===== src/rtl/bip_debug_unit.sv =====
// -----------------------------------------------------------------------------
// bip_debug_unit
//
// Run-control and result-dump stage between the UART byte interfaces and the
// accumulator core. The core is held idle until the host sends 'G' (run to
// HALT) or 'S' (single step). The core is advanced through a clock enable, and
// executed cycles are counted with saturation. When the run or step ends, a
// 6-byte snapshot {PC, ACC, CNT} is sent MSB first through the UART transmitter.
//
// Ports
//   clk        system clock, rising edge
//   rst_n      asynchronous active-low reset
//   rx_data    received byte from UART RX
//   rx_valid   one-cycle strobe, rx_data valid
//   tx_data    byte to transmit (valid with tx_start)
//   tx_start   one-cycle strobe to UART TX
//   tx_busy    UART TX busy (rises the cycle after tx_start)
//   opcode     opcode of the current instruction word; 0 is HALT
//   pc         core program counter
//   acc        core accumulator
//   cpu_en     core clock enable
//   cpu_clear  one-cycle synchronous clear of core PC/ACC
//   done       high while the unit sits in DONE after a HALT
// -----------------------------------------------------------------------------
module bip_debug_unit #(
  parameter int PC_W   = 11,
  parameter int DATA_W = 16,
  parameter int CNT_W  = 16
) (
  input  logic              clk,
  input  logic              rst_n,
  input  logic [7:0]        rx_data,
  input  logic              rx_valid,
  output logic [7:0]        tx_data,
  output logic              tx_start,
  input  logic              tx_busy,
  input  logic [4:0]        opcode,
  input  logic [PC_W-1:0]   pc,
  input  logic [DATA_W-1:0] acc,
  output logic              cpu_en,
  output logic              cpu_clear,
  output logic              done
);

  typedef enum logic [2:0] {
    S_IDLE,
    S_CLEAR,
    S_RUN,
    S_STEP,
    S_LOAD,
    S_SEND,
    S_WAIT,
    S_DONE
  } state_t;

  state_t              r_state;
  logic [CNT_W-1:0]    r_cnt;
  logic [PC_W-1:0]     r_snap_pc;
  logic [DATA_W-1:0]   r_snap_acc;
  logic [CNT_W-1:0]    r_snap_cnt;
  logic [2:0]          r_idx;
  logic                r_skip;
  logic                r_halted;

  logic                w_is_halt;
  logic                w_cmd_go;
  logic                w_cmd_step;
  logic                w_cpu_en;
  logic [15:0]         w_pc16;
  logic [15:0]         w_acc16;
  logic [15:0]         w_cnt16;

  // The counter sticks at all-ones instead of wrapping.
  function automatic logic [CNT_W-1:0] sat_inc(input logic [CNT_W-1:0] v);
    return (&v) ? v : v + 1'b1;
  endfunction

  assign w_is_halt  = (opcode == 5'b00000);
  assign w_cmd_go   = rx_valid && (rx_data == 8'h47);
  assign w_cmd_step = rx_valid && (rx_data == 8'h53);

  // The enable is combinational so the HALT word is never executed: it is
  // gated off in the same cycle it becomes visible.
  assign w_cpu_en  = ((r_state == S_RUN) || (r_state == S_STEP)) && !w_is_halt;

  assign cpu_en    = w_cpu_en;
  assign cpu_clear = (r_state == S_CLEAR);
  assign done      = (r_state == S_DONE);
  assign tx_start  = (r_state == S_SEND) && !tx_busy;

  // Frame fields are zero-extended to 16 bits so each splits into two bytes.
  assign w_pc16  = 16'(r_snap_pc);
  assign w_acc16 = 16'(r_snap_acc);
  assign w_cnt16 = 16'(r_snap_cnt);

  always_comb begin
    tx_data = 8'h00;
    case (r_idx)
      3'd0:    tx_data = w_pc16[15:8];
      3'd1:    tx_data = w_pc16[7:0];
      3'd2:    tx_data = w_acc16[15:8];
      3'd3:    tx_data = w_acc16[7:0];
      3'd4:    tx_data = w_cnt16[15:8];
      3'd5:    tx_data = w_cnt16[7:0];
      default: tx_data = 8'h00;
    endcase
  end

  always_ff @(posedge clk or negedge rst_n) begin
    if (!rst_n) begin
      r_state    <= S_IDLE;
      r_cnt      <= '0;
      r_snap_pc  <= '0;
      r_snap_acc <= '0;
      r_snap_cnt <= '0;
      r_idx      <= '0;
      r_skip     <= 1'b0;
      r_halted   <= 1'b0;
    end else begin
      case (r_state)
        S_IDLE: begin
          if (w_cmd_go)
            r_state <= S_CLEAR;
          else if (w_cmd_step)
            r_state <= S_STEP;
        end

        S_CLEAR: begin
          r_cnt    <= '0;
          r_halted <= 1'b0;
          r_state  <= S_RUN;
        end

        S_RUN: begin
          if (w_is_halt) begin
            r_halted <= 1'b1;
            r_state  <= S_LOAD;
          end else begin
            r_cnt <= sat_inc(r_cnt);
          end
        end

        S_STEP: begin
          if (w_is_halt)
            r_halted <= 1'b1;
          else
            r_cnt <= sat_inc(r_cnt);
          r_state <= S_LOAD;
        end

        S_LOAD: begin
          r_snap_pc  <= pc;
          r_snap_acc <= acc;
          r_snap_cnt <= r_cnt;
          r_idx      <= '0;
          r_state    <= S_SEND;
        end

        S_SEND: begin
          if (!tx_busy) begin
            r_skip  <= 1'b1;
            r_state <= S_WAIT;
          end
        end

        // The first WAIT cycle is skipped because tx_busy only rises the
        // cycle after tx_start.
        S_WAIT: begin
          if (r_skip) begin
            r_skip <= 1'b0;
          end else if (!tx_busy) begin
            if (r_idx == 3'd5) begin
              r_state <= r_halted ? S_DONE : S_IDLE;
            end else begin
              r_idx   <= r_idx + 3'd1;
              r_state <= S_SEND;
            end
          end
        end

        S_DONE: begin
          if (w_cmd_go)
            r_state <= S_CLEAR;
        end

        default: r_state <= S_IDLE;
      endcase
    end
  end

endmodule


===== config.mk =====
export PLATFORM = sky130hd
export DESIGN_NAME = bip_debug_unit
export DESIGN_NICKNAME = d
export VERILOG_FILES = /design/src/rtl/bip_debug_unit.sv
export SDC_FILE = /design/constraint.sdc
export NUM_CORES = 1
export LEC_CHECK = 0
export CAP_MARGIN = 20
export CORE_AREA = 2 2 81 83
export CTS_CLUSTER_DIAMETER = 120
export DETAILED_ROUTE_END_ITERATION = 12
export DIE_AREA = 0 0 83 85
export PLACE_DENSITY = 0.81
export SYNTH_ARGS = -nofsm -noshare
export SYNTH_HDL_FRONTEND = slang
export SYNTH_SLANG_ARGS = --single-unit

===== constraint.sdc =====
create_clock -name clk -period 3.9 [get_ports clk]
set_input_delay 0.78 -clock clk [delete_from_list [all_inputs] [get_ports clk]]
set_output_delay 0.78 -clock clk [all_outputs]
set_load 0.01 [all_outputs]

# Yosys cells after proc, flatten, opt, wreduce, memory -nomap -nowiden
# Cells that the tools add are included.
# word_totals
input_bits	44
out_inout_bits	12
word_cells	76
register_bits	67
# classes
muxes	22
addsub	2
n_eq_ne	24
n_reduce_logical	20
# ops
operator	n
case mux 8 bit (6 select lines)	1
two-way mux 3 bit	12
two-way mux 16 bit	2
case mux 16 bit (2 select lines)	1
case mux 3 bit (8 select lines)	1
equality test 3 bit, second input constant	6
adder 16 x 1 -> 16 bit, second input constant	1
equality test 8 x 7 -> 1 bit, second input constant	2
AND reduction 16 bit	1
!= test 2 bit, second input constant	7
equality test 3 x 2 -> 1 bit, second input constant	4
equality test 3 x 1 -> 1 bit, second input constant	2
zero test 3 bit	2
case mux 3 bit (2 select lines)	1
AND reduction 6 bit	1
nonzero test 2 bit	3
zero test 5 bit	1
logical AND 1 bit	4
!= test 2 x 1 -> 1 bit, second input constant	2
case mux 1 bit (2 select lines)	2
AND reduction 2 bit	2
AND reduction 4 bit	1
adder 3 x 1 -> 3 bit, second input constant	1
!= test 3 bit, second input constant	1
other kinds (5)	7

# Logic depth before layout (Yosys ltp)
# Gate-level depths: netlist of the first run.
# logic_depth
ltp_word	5
mapped_depth	8
depth_no_buf	7

# Least setup slack after synthesis of the first run
# Ideal clock, no wire load.
# synth_path
path_kind	reg-to-output
start	register r_idx[0]
end	output tx_data[6]
arrival_time_ps	1416
path_stages_with_launch	7
t_required_ps	3120
path_buffers	1
setup_slack_ps	1704
cell_sequence	dfrtp_1 -> inv_1 -> ha_1 -> and2_1 -> clkbuf_1 -> a222oi_1 -> o21ai_0
# synth_between
elab_chain_len	2
word_cells_on_any_way	7
cone_classes	eq/ne: 5; mux: 1; reduce/logical: 1
# synth_lines
element	line_no	rtl
from (decl)	61	logic [2:0] r_idx;
from (signal assigned)	175	r_idx <= r_idx + 3'd1;
equality test 3 bit (tied with other cells)	98	case (r_idx)
case mux 8 bit (6 select lines) *	98	
to (decl)	34	output logic [7:0] tx_data,
# Every way passes the cells marked *; elsewhere a longest branch is shown, timed or not.

# Worst setup path after layout of the first run
# layout_path
start	input opcode[1]
end	output cpu_en
# layout_between
elab_chain_len	3
# layout_lines
element	line_no	rtl
from (decl)	37	input logic [4:0] opcode,
zero test 5 bit	78	assign w_is_halt = (opcode == 5'b00000);
zero test 1 bit	84	assign w_cpu_en = ((r_state == S_RUN) || (r_state == S_STEP)) && !w_is_halt;
logical AND 1 bit	84	
to (decl)	40	output logic cpu_en,
# Every way passes these cells.

==> flow_summary.json, run 1 <==
{
  "pin_count": 56,
  "rrSetupSlack_ns": 1.83,
  "initial_utilization_pct": 53.6,
  "ys_ff_latch": 67,
  "viasPerCell": 5.74,
  "hp-class": "input port to async pin",
  "finalClockSkew_ns": 0.00364,
  "cts_sinks": 67,
  "crit_path_end_kind": "output port",
  "core-area_um2": 6200,
  "synth.net_count": 347,
  "cp-start-kind": "input port",
  "finalSetupViolCount": 0,
  "yosys.area.top_type": "dfrtp_1",
  "cp.depth": 5,
  "timing.final.crit_share_pct": 82.6,
  "synth_seq_area_share_pct": 50.5,
  "tightest_slew_ns": 0.541,
  "synthDistinctLibCells": 47,
  "netlist_top_cells_area": "dfrtp_1, mux2_2, a22oi_1",
  "die-area_um2": 7060,
  "cellPowerDensity_nw_per_um2": 696,
  "power.leakage_uw": 0.00173,
  "cap_violations": 0,
  "dp_hpwl_mm": 5.09,
  "finalNetCount": 400,
  "hold_violations": 0,
  "drtPass1Iterations": 4,
  "path_buf_inv": 3,
  "use_met3_pct": 7.39,
  "fmax_mhz": 310,
  "drv_slew": 0,
  "drc_errors": 0,
  "post_drt_wl_per_cell_um": 16.4,
  "drtAntennaViolNets": 0,
  "drt-total-wl_mm": 7.07,
  "max_stage_delay_ns": 0.50,
  "clk_pin_slew_ns": 0.06,
  "min_period_ns": 3.22,
  "critical_path.most_common_cell": "clkdlybuf4s50_1",
  "cp_top_family": "buffers and inverters",
  "met2_usage_pct": 33.7,
  "place_congestion": 0.833,
  "antenna_found_initial": 0,
  "startpoint": "opcode[1]",
  "synth_top_area_share_pct": 50.5,
  "die_w_um": 83,
  "syn_area_um2": 3320,
  "critPathKind": "input port to output port",
  "overflow": 0,
  "grt_pass1_wl_mm": 12.1,
  "worstPathRequired_ns": 3.12,
  "busiest_layer": "met2",
  "r2r-end": "r_state[1]",
  "root_buffer": "clkbuf_8",
  "synth_warnings": 0,
  "io_buffers": 55,
  "reg2reg_from": "r_idx[1]",
  "worstPathCellList": "clkdlybuf4s50_1 > nor3_1 > a21o_1 > inv_1 > clkdlybuf4s50_1",
  "fill_cells": 483,
  "synthCells": 297,
  "n_antenna_cell": 0,
  "crit_slowest_cell": "clkdlybuf4s50_1",
  "areaGrowthSynthToFinish_pct": 24.0,
  "rsz0062_at_grt": "false",
  "final_util_pct": 66.4,
  "fin_setup_tns_ns": 0,
  "vias": 2480,
  "worst_hold_slack_ns": 0.240,
  "grt_use_total_pct": 21.6,
  "grt_pass1_vias": 2450,
  "syn_avg_cell_area_um2": 11.2,
  "numCtsBuffers": 9,
  "clk_latency_ns": 0.34,
  "drive_gt1_share_pct": 18.6,
  "rr_worst_depth": 7,
  "crit_end": "cpu_en",
  "cts_tree": "done",
  "ys.flop_type": "dfrtp_1",
  "cts.path.max_buffers": 2,
  "die_h_um": 85,
  "cts_setup_buffers": 0,
  "critical_path.max_fanout": 12,
  "dp_cells": 415,
  "cts_max_level": 3,
  "ys_async_sr_fraction_pct": 100,
  "grt_max_degree": 45,
  "cts.repair.resized": 0,
  "status": "finished, final reports clean",
  "synth_edf_count": 0,
  "cts_hold_buffers": 0,
  "final_cell_area_um2": 4120,
  "dr.first_iter.drc_count": 144,
  "num_rows": 29,
  "timing.slew.headroom_pct": 63.0,
  "crit_arrival_ns": 2.44,
  "irDropWorstVdd_uv": 407,
  "place_area_um2": 3910,
  "grt_util_met1_pct": 29.6,
  "final_cells": 432
}
## cells in the final DEF, fill, tap and decap left out, types with 2 or more instances in the layout
| cell type | n |
|---|---|
| mux2i_1 | 2 |
| and2_1 | 2 |
| nor3_1 | 8 |
| clkbuf_1 | 4 |
| o211ai_1 | 3 |
| nand4_1 | 4 |
| ha_1 | 6 |
| nor2_1 | 19 |
| nor2b_1 | 3 |
| inv_1 | 7 |
| nand2b_1 | 2 |
| nand2_1 | 22 |
| dfrtp_1 | 67 |
| nand3_1 | 16 |
| clkdlybuf4s50_1 | 54 |
| o31ai_1 | 2 |
| o21ai_0 | 10 |
| clkbuf_8 | 10 |
| xnor2_1 | 10 |
| mux2_2 | 44 |
| and4_1 | 2 |
| a22oi_1 | 12 |
| a22o_1 | 2 |
| buf_12 | 2 |
| a21oi_1 | 7 |
| a31oi_1 | 2 |
| nor4b_1 | 2 |
| a2111oi_0 | 2 |
| nand3b_1 | 2 |
| a222oi_1 | 3 |
| nor4_1 | 5 |
## state kept, by name (all words and copies together) (netlist names)
register	flops
r_cnt	16
r_state	3
r_halted	1
r_snap_acc	16
r_snap_pc	11
r_skip	1
r_idx	3
r_snap_cnt	16
## synthesized netlist by cell type (all sizes together), types with 2 or more instances
master   count
nand2       22
nor3         8
buf         12
o21ai       10
nor2b        3
nand2b       2
a222oi       3
nand3b       2
mux2i        2
xnor2       10
a22o         2
nor4b        3
a31oi        2
and4         2
nand3       16
a2111oi      2
dfrtp       67
o211ai       3
nand4        5
clkbuf       4
nor2        20
o31ai        2
inv          8
and2         2
a22oi       12
mux2        44
ha           6
a21oi        7
nor4         7
## worst min-delay path by stage
stage	depth (start not counted)	endpoint	slack, ns
CTS	1	r_snap_acc[4]	0.52
finish	1	r_cnt[7]	0.24
global route	1	r_cnt[6]	0.22
floorplan	2	r_skip	0.47
global placement	1	r_snap_pc[6]	0.49
detailed placement	1	r_snap_acc[4]	0.50
## stage by stage
| step | setup slack (ns) | total power [uW] |
|---|---|---|
| finish | 0.679 | 2870 |
| global route | 0.515 | 3070 |
| CTS | 0.672 | 2890 |
| detailed placement | 0.683 | 2320 |
| global placement | 0.730 | 2240 |
| floorplan | 1.70 | 1940 |
## cell type report
type	instances	area, um^2	area share, %
repair buffers	58	593	14.4
clock buffers	14	153	3.70
well taps	77	96.3	2.34
inverters	8	30.0	0.729
clock inverters	2	35.0	0.850
multi-input cells	206	1540	37.3
flip-flops and latches	67	1680	40.7
## where the power goes
part	internal [uW]	switching (uW)	total [uW]
clock network	313	241	554
registers	988	287	1280
logic	586	453	1040
total	1890	981	2870
## cells by family (layout without fill, tap and decap cells)
group	after synthesis	count (layout)	synth area share, %
AND/OR/NAND/NOR	95	95	15.5
flip-flops	67	67	50.5
AO/OA/AOI/OAI	48	48	9.94
multiplexers	46	46	15.5
buffers and inverters	24	82	3.46
XOR/XNOR	11	11	2.90
adder cells (fa/ha/maj)	6	6	2.26
## layer usage
metal  wire, um  vias up
li1           -     1190
met1       3280     1229
met2       3380       55
met3        343        6
met4         70        0
met5          0        -
No activity file was read; power rests on OpenSTA's default activity.
==> run 2: changes to the inputs <==
--- a/config.mk
+++ b/config.mk
@@ -6,11 +6,11 @@
 export NUM_CORES = 1
 export LEC_CHECK = 0
 export CAP_MARGIN = 20
-export CORE_AREA = 2 2 81 83
+export CORE_AREA = 2 2 83 85
 export CTS_CLUSTER_DIAMETER = 120
 export DETAILED_ROUTE_END_ITERATION = 12
-export DIE_AREA = 0 0 83 85
-export PLACE_DENSITY = 0.81
+export DIE_AREA = 0 0 85 87
+export PLACE_DENSITY = 0.77
 export SYNTH_ARGS = -nofsm -noshare
 export SYNTH_HDL_FRONTEND = slang
 export SYNTH_SLANG_ARGS = --single-unit
==> constraint.sdc (replaced) <==
create_clock -name clk -period 3.3 [get_ports clk]
set_input_delay 0.66 -clock clk [delete_from_list [all_inputs] [get_ports clk]]
set_output_delay 0.66 -clock clk [all_outputs]
set_load 0.01 [all_outputs]
==> flow_summary.json, run 2 (same netlist as run 1, synthesis figures left out) <==
{
  "clk_pin_slew_ns": 0.08,
  "min_period_ns": 3.08,
  "worstPathRequired_ns": 2.64,
  "dp_hpwl_mm": 5.27,
  "seqPwrFrac_pct": 41.3,
  "viasPerCell": 5.69,
  "layout_common_cells": "dfrtp_1, clkdlybuf4s50_1, mux2_2, nand2_1, nor2_1",
  "internal-power_uw": 2390,
  "hp-class": "input port to async pin",
  "n_antenna_cell": 0,
  "clk_latency_ns": 0.35,
  "cts.repair.resized": 0,
  "power.leakage_uw": 0.00177,
  "timing.slew.headroom_pct": 45.1,
  "overflow": 0,
  "cts_sinks": 67,
  "final_common_cell": "dfrtp_1",
  "wl_met1_mm": 3.45,
  "vias": 2486,
  "cts_tree": "done",
  "cts_max_level": 3,
  "rsz0062_at_grt": "false",
  "critical_path.max_fanout": 8,
  "grt_max_degree": 44,
  "pre_cts_ws_ns": 0.606,
  "num_rows": 30,
  "cts_hold_buffers": 0,
  "finalNetCount": 402,
  "status": "finished, final reports clean",
  "io_buffers": 55,
  "wl_met3_um": 301,
  "worstPathCellList": "inv_1 > ha_1 > and2_1 > a222oi_1 > o21ai_0 > clkdlybuf4s50_1",
  "grt_pass1_wl_mm": 12.3,
  "power.share.switching_pct": 33.7,
  "crit_path_end_kind": "output port",
  "areaGrowthSynthToFinish_pct": 26.1,
  "drc_errors": 0,
  "fin_setup_tns_ns": 0,
  "cellPowerDensity_nw_per_um2": 860,
  "drtPass1Iterations": 4,
  "pin_count": 56,
  "drv_slew": 0,
  "max_stage_delay_ns": 0.51,
  "cts_setup_buffers": 0,
  "cap_violations": 0,
  "cts.path.max_buffers": 2,
  "die_h_um": 87,
  "finalClockSkew_ns": 0.00966,
  "die-area_um2": 7400,
  "critPathKind": "flop to output port",
  "dr.first_iter.drc_count": 168,
  "reg.largest.list": "r_cnt x16, r_snap_acc x16, r_snap_cnt x16",
  "crit_arrival_ns": 2.42,
  "numCtsBuffers": 9,
  "comb_power_share_pct": 35.2,
  "clkPwrFrac_pct": 23.5,
  "timing.final.crit_share_pct": 93.2,
  "post_drt_wl_per_cell_um": 16.8,
  "fmax_mhz": 325,
  "place_congestion": 0.832,
  "finalWorstSetupSlack_ns": 0.223,
  "drive_gt1_share_pct": 20.2,
  "fill_cells": 536,
  "core-area_um2": 6570,
  "cp-start-kind": "flop",
  "grt_pass1_vias": 2442,
  "drtAntennaViolNets": 0,
  "root_buffer": "clkbuf_8",
  "p_sw_uw": 1210,
  "top_layer_used": "met4",
  "antenna_found_initial": 0,
  "irDropWorstVdd_uv": 506,
  "drt-total-wl_mm": 7.32,
  "crit_slowest_cell": "clkdlybuf4s50_1",
  "grt_use_total_pct": 21.3,
  "hold_violations": 0,
  "tightest_slew_ns": 0.824,
  "initial_utilization_pct": 50.6,
  "die_w_um": 85,
  "dr_wl_met2_mm": 3.40,
  "finalSetupViolCount": 0
}
[run 2: cell types whose count changed in the layout (fill, tap and decap cells not counted), sizes merged]
cell / change
clkbuf: -4
clkinv: +2
bufinv: +2
buf: +2
[run 2: final timing paths]
kind	end	slack, ns	from	cells after the start
max	tx_data[6]	0.22	r_idx[0]	6
min	r_snap_pc[3]	0.40	rst_n	1
max reg2reg	r_state[1]	1.28	r_idx[1]	7
min reg2reg	r_snap_acc[9]	0.52	r_snap_acc[9]	1
max in group asynchronous	r_state[0]	2.25	rst_n	2
min in group clk	r_snap_acc[9]	0.52	r_snap_acc[9]	1
[run 2: stage by stage]
stage / area, um^2 / total power [uW] / hold slack [ns] / cells / util [%]
finish: 4190 / 3600 / 0.397 / 437 / 63.8
floorplan: 3320 / 2300 / 0.364 / 297 / -
CTS: 4190 / 3620 / 0.421 / 437 / 63.8
global route: 4190 / 3840 / 0.468 / 437 / 63.8
global placement: 3940 / 2710 / 0.492 / 421 / 60.0
detailed placement: 3940 / 2770 / 0.498 / 421 / 60.0
[run 2: area by class of cell]
class                      count  area (um^2)  area share, %
timing repair buffer          60          596           14.2
clock inverter                 6          113           2.69
inverter                       8         30.0          0.717
clock buffer                  10          138           3.29
multi-input combinational    206         1540           36.7
tap                           80          100           2.39
sequential                    67         1680           40.0
[run 2: power groups by stage]
| stage | Clock (uW) | Sequential (uW) | Combinational (uW) |
|---|---|---|---|
| floorplan | 0 | 1350 | 944 |
| global placement | 0 | 1480 | 1230 |
| detailed placement | 0 | 1490 | 1280 |
| CTS | 856 | 1480 | 1280 |
| global route | 898 | 1530 | 1410 |
| finish | 847 | 1490 | 1270 |
[run 2: worst max-delay path, delay by kind of cell (launching register included)]
kind                       cells  cell delay, ns
and+or+nand+nor                1            0.27
DFF                            1            0.41
buffers and inverters          2            0.60
adders and majority gates      1            0.25
AOI/OAI and AO/OA              2            0.54
[run 2: layer usage]
layer / vias to the layer above / track usage (%)
met3: 15 / 3.41
met1: 1211 / 30.2
met4: 0 / 11.3
met5: - / 0
met2: 68 / 31.6
li1: 1192 / -
==> run 3: changes to the inputs <==
--- a/config.mk
+++ b/config.mk
@@ -11,6 +11,7 @@
 export DETAILED_ROUTE_END_ITERATION = 12
 export DIE_AREA = 0 0 85 87
 export PLACE_DENSITY = 0.77
+export RECOVER_POWER = 100
 export SYNTH_ARGS = -nofsm -noshare
 export SYNTH_HDL_FRONTEND = slang
 export SYNTH_SLANG_ARGS = --single-unit
==> constraint.sdc (replaced) <==
create_clock -name clk -period 3.35 [get_ports clk]
set_input_delay 0.67 -clock clk [delete_from_list [all_inputs] [get_ports clk]]
set_output_delay 0.67 -clock clk [all_outputs]
set_load 0.01 [all_outputs]
==> flow_summary.json, run 3 (same netlist as run 1, synthesis figures left out) <==
{
  "post_drt_wl_per_cell_um": 16.1,
  "worstPathRequired_ns": 2.68,
  "hold_violations": 0,
  "viasPerCell": 5.69,
  "cts_tree": "done",
  "antenna_found_initial": 0,
  "timing.final.crit_share_pct": 92.2,
  "grt_pass1_wl_mm": 11.9,
  "crit_slowest_cell": "dlygate4sd3_1",
  "die_h_um": 87,
  "crit_path_end_kind": "output port",
  "numCtsBuffers": 9,
  "root_buffer": "clkbuf_8",
  "cp-start-kind": "flop",
  "max_stage_delay_ns": 0.62,
  "status": "finished with violations",
  "grt_pass1_vias": 2478,
  "finalNetCount": 404,
  "clk_latency_ns": 0.34,
  "drive_gt1_share_pct": 16.8,
  "vias": 2487,
  "hp-class": "input port to async pin",
  "cts_hold_buffers": 0,
  "critPathKind": "flop to output port",
  "cellPowerDensity_nw_per_um2": 798,
  "worstPathCellList": "inv_1 > ha_1 > and2_1 > a222oi_1 > o21ai_0 > dlygate4sd3_1",
  "final_common_cell": "dfrtp_1",
  "drv_slew": 64,
  "cts_sinks": 67,
  "min_period_ns": 3.09,
  "crit_arrival_ns": 2.42,
  "cts.path.max_buffers": 2,
  "fmax_mhz": 324,
  "irDropWorstVdd_uv": 459,
  "num_rows": 30,
  "finalSetupViolCount": 0,
  "fin_setup_tns_ns": 0,
  "initial_utilization_pct": 50.6,
  "layout_common_cells": "dfrtp_1, mux2_2, clkdlybuf4s50_1, nand2_1, nor2_1",
  "power.leakage_uw": 0.00171,
  "clk_pin_slew_ns": 0.07,
  "n_antenna_cell": 0,
  "cts_max_level": 3,
  "dp_hpwl_mm": 5.18,
  "grt_max_degree": 34,
  "reg.largest.list": "r_cnt x16, r_snap_acc x16, r_snap_cnt x16",
  "tightest_slew_ns": 1.58,
  "io_buffers": 55,
  "finalClockSkew_ns": 0.00380,
  "drt-total-wl_mm": 7.02,
  "path_buf_inv": 2,
  "timing.slew.headroom_pct": -5.23,
  "cts_setup_buffers": 0,
  "grt_use_total_pct": 20.7,
  "rsz0062_at_grt": "false",
  "drtPass1Iterations": 4,
  "drtAntennaViolNets": 0,
  "cap_violations": 2,
  "place_congestion": 0.829,
  "critical_path.max_fanout": 8,
  "core-area_um2": 6570,
  "cts.repair.resized": 0,
  "dr.first_iter.drc_count": 103,
  "die-area_um2": 7400,
  "violations": "capacitance limit, slew limit",
  "cp_top_family": "buffers and inverters",
  "die_w_um": 85,
  "areaGrowthSynthToFinish_pct": 21.9,
  "pin_count": 56,
  "drc_errors": 0,
  "rrSetupSlack_ns": 0.42,
  "total_power_uw": 3230,
  "overflow": 0
}
[run 3: worst paths after layout]
check	startpoint	end	depth (start not counted)
max	r_idx[0]	tx_data[6]	6
min	rst_n	r_snap_pc[7]	1
max reg2reg	r_state[0]	r_snap_pc[5]	5
min reg2reg	r_snap_acc[8]	r_snap_acc[8]	1
max in group asynchronous	rst_n	r_cnt[15]	2
min in group clk	r_snap_acc[8]	r_snap_acc[8]	1
[run 3: cell type report]
cell class | count | area (um^2)
flip-flops and latches | 67 | 1680
well taps | 80 | 100
multi-input cells | 206 | 1500
inverters | 8 | 30.0
clock inverters | 2 | 12.5
clock buffers | 12 | 155
repair buffers | 62 | 578
fillers | 545 | 2520
[run 3: per-stage QoR]
step           instance area, um^2  std cells  util (%)  hold WS [ns]  worst slack, ns
6_report                      4050        437      61.7         0.395            0.262
5_1_grt                       4050        437      61.7         0.456           0.0606
4_1_cts                       4110        437      62.6         0.225            0.315
3_5_place_dp                  3940        423      60.0         0.497            0.649
3_3_place_gp                  3940        423      60.0         0.489            0.673
2_1_floorplan                 3320        297         -         0.374             1.26
[run 3: worst register-to-register path, stage by stage, from the launching register on]
cell	delay [ns]
dfrtp_1	0.48
inv_1	0.24
nand2_1	0.16
nor2_2	1.20
clkbuf_1	0.36
mux2_2	0.38
[run 3: power by group]
| group | switching (uW) | internal (uW) | total [uW] | leakage, uW |
|---|---|---|---|---|
| clock | 273 | 299 | 573 | 0.0000843 |
| combinational | 544 | 660 | 1200 | 0.000775 |
| sequential | 305 | 1150 | 1460 | 0.000852 |
| total | 1120 | 2110 | 3230 | 0.00171 |
[run 3: per-layer routing]
metal / global-route usage [%] / up-vias / wire length, um / share of wire [%]
met5: 0 / - / 0 / 0
met3: 7.39 / 9 / 374 / 5.3
met2: 30.6 / 57 / 3280 / 47
met4: 6.20 / 0 / 66 / 0.94
li1: - / 1203 / - / -
met1: 28.8 / 1218 / 3300 / 47
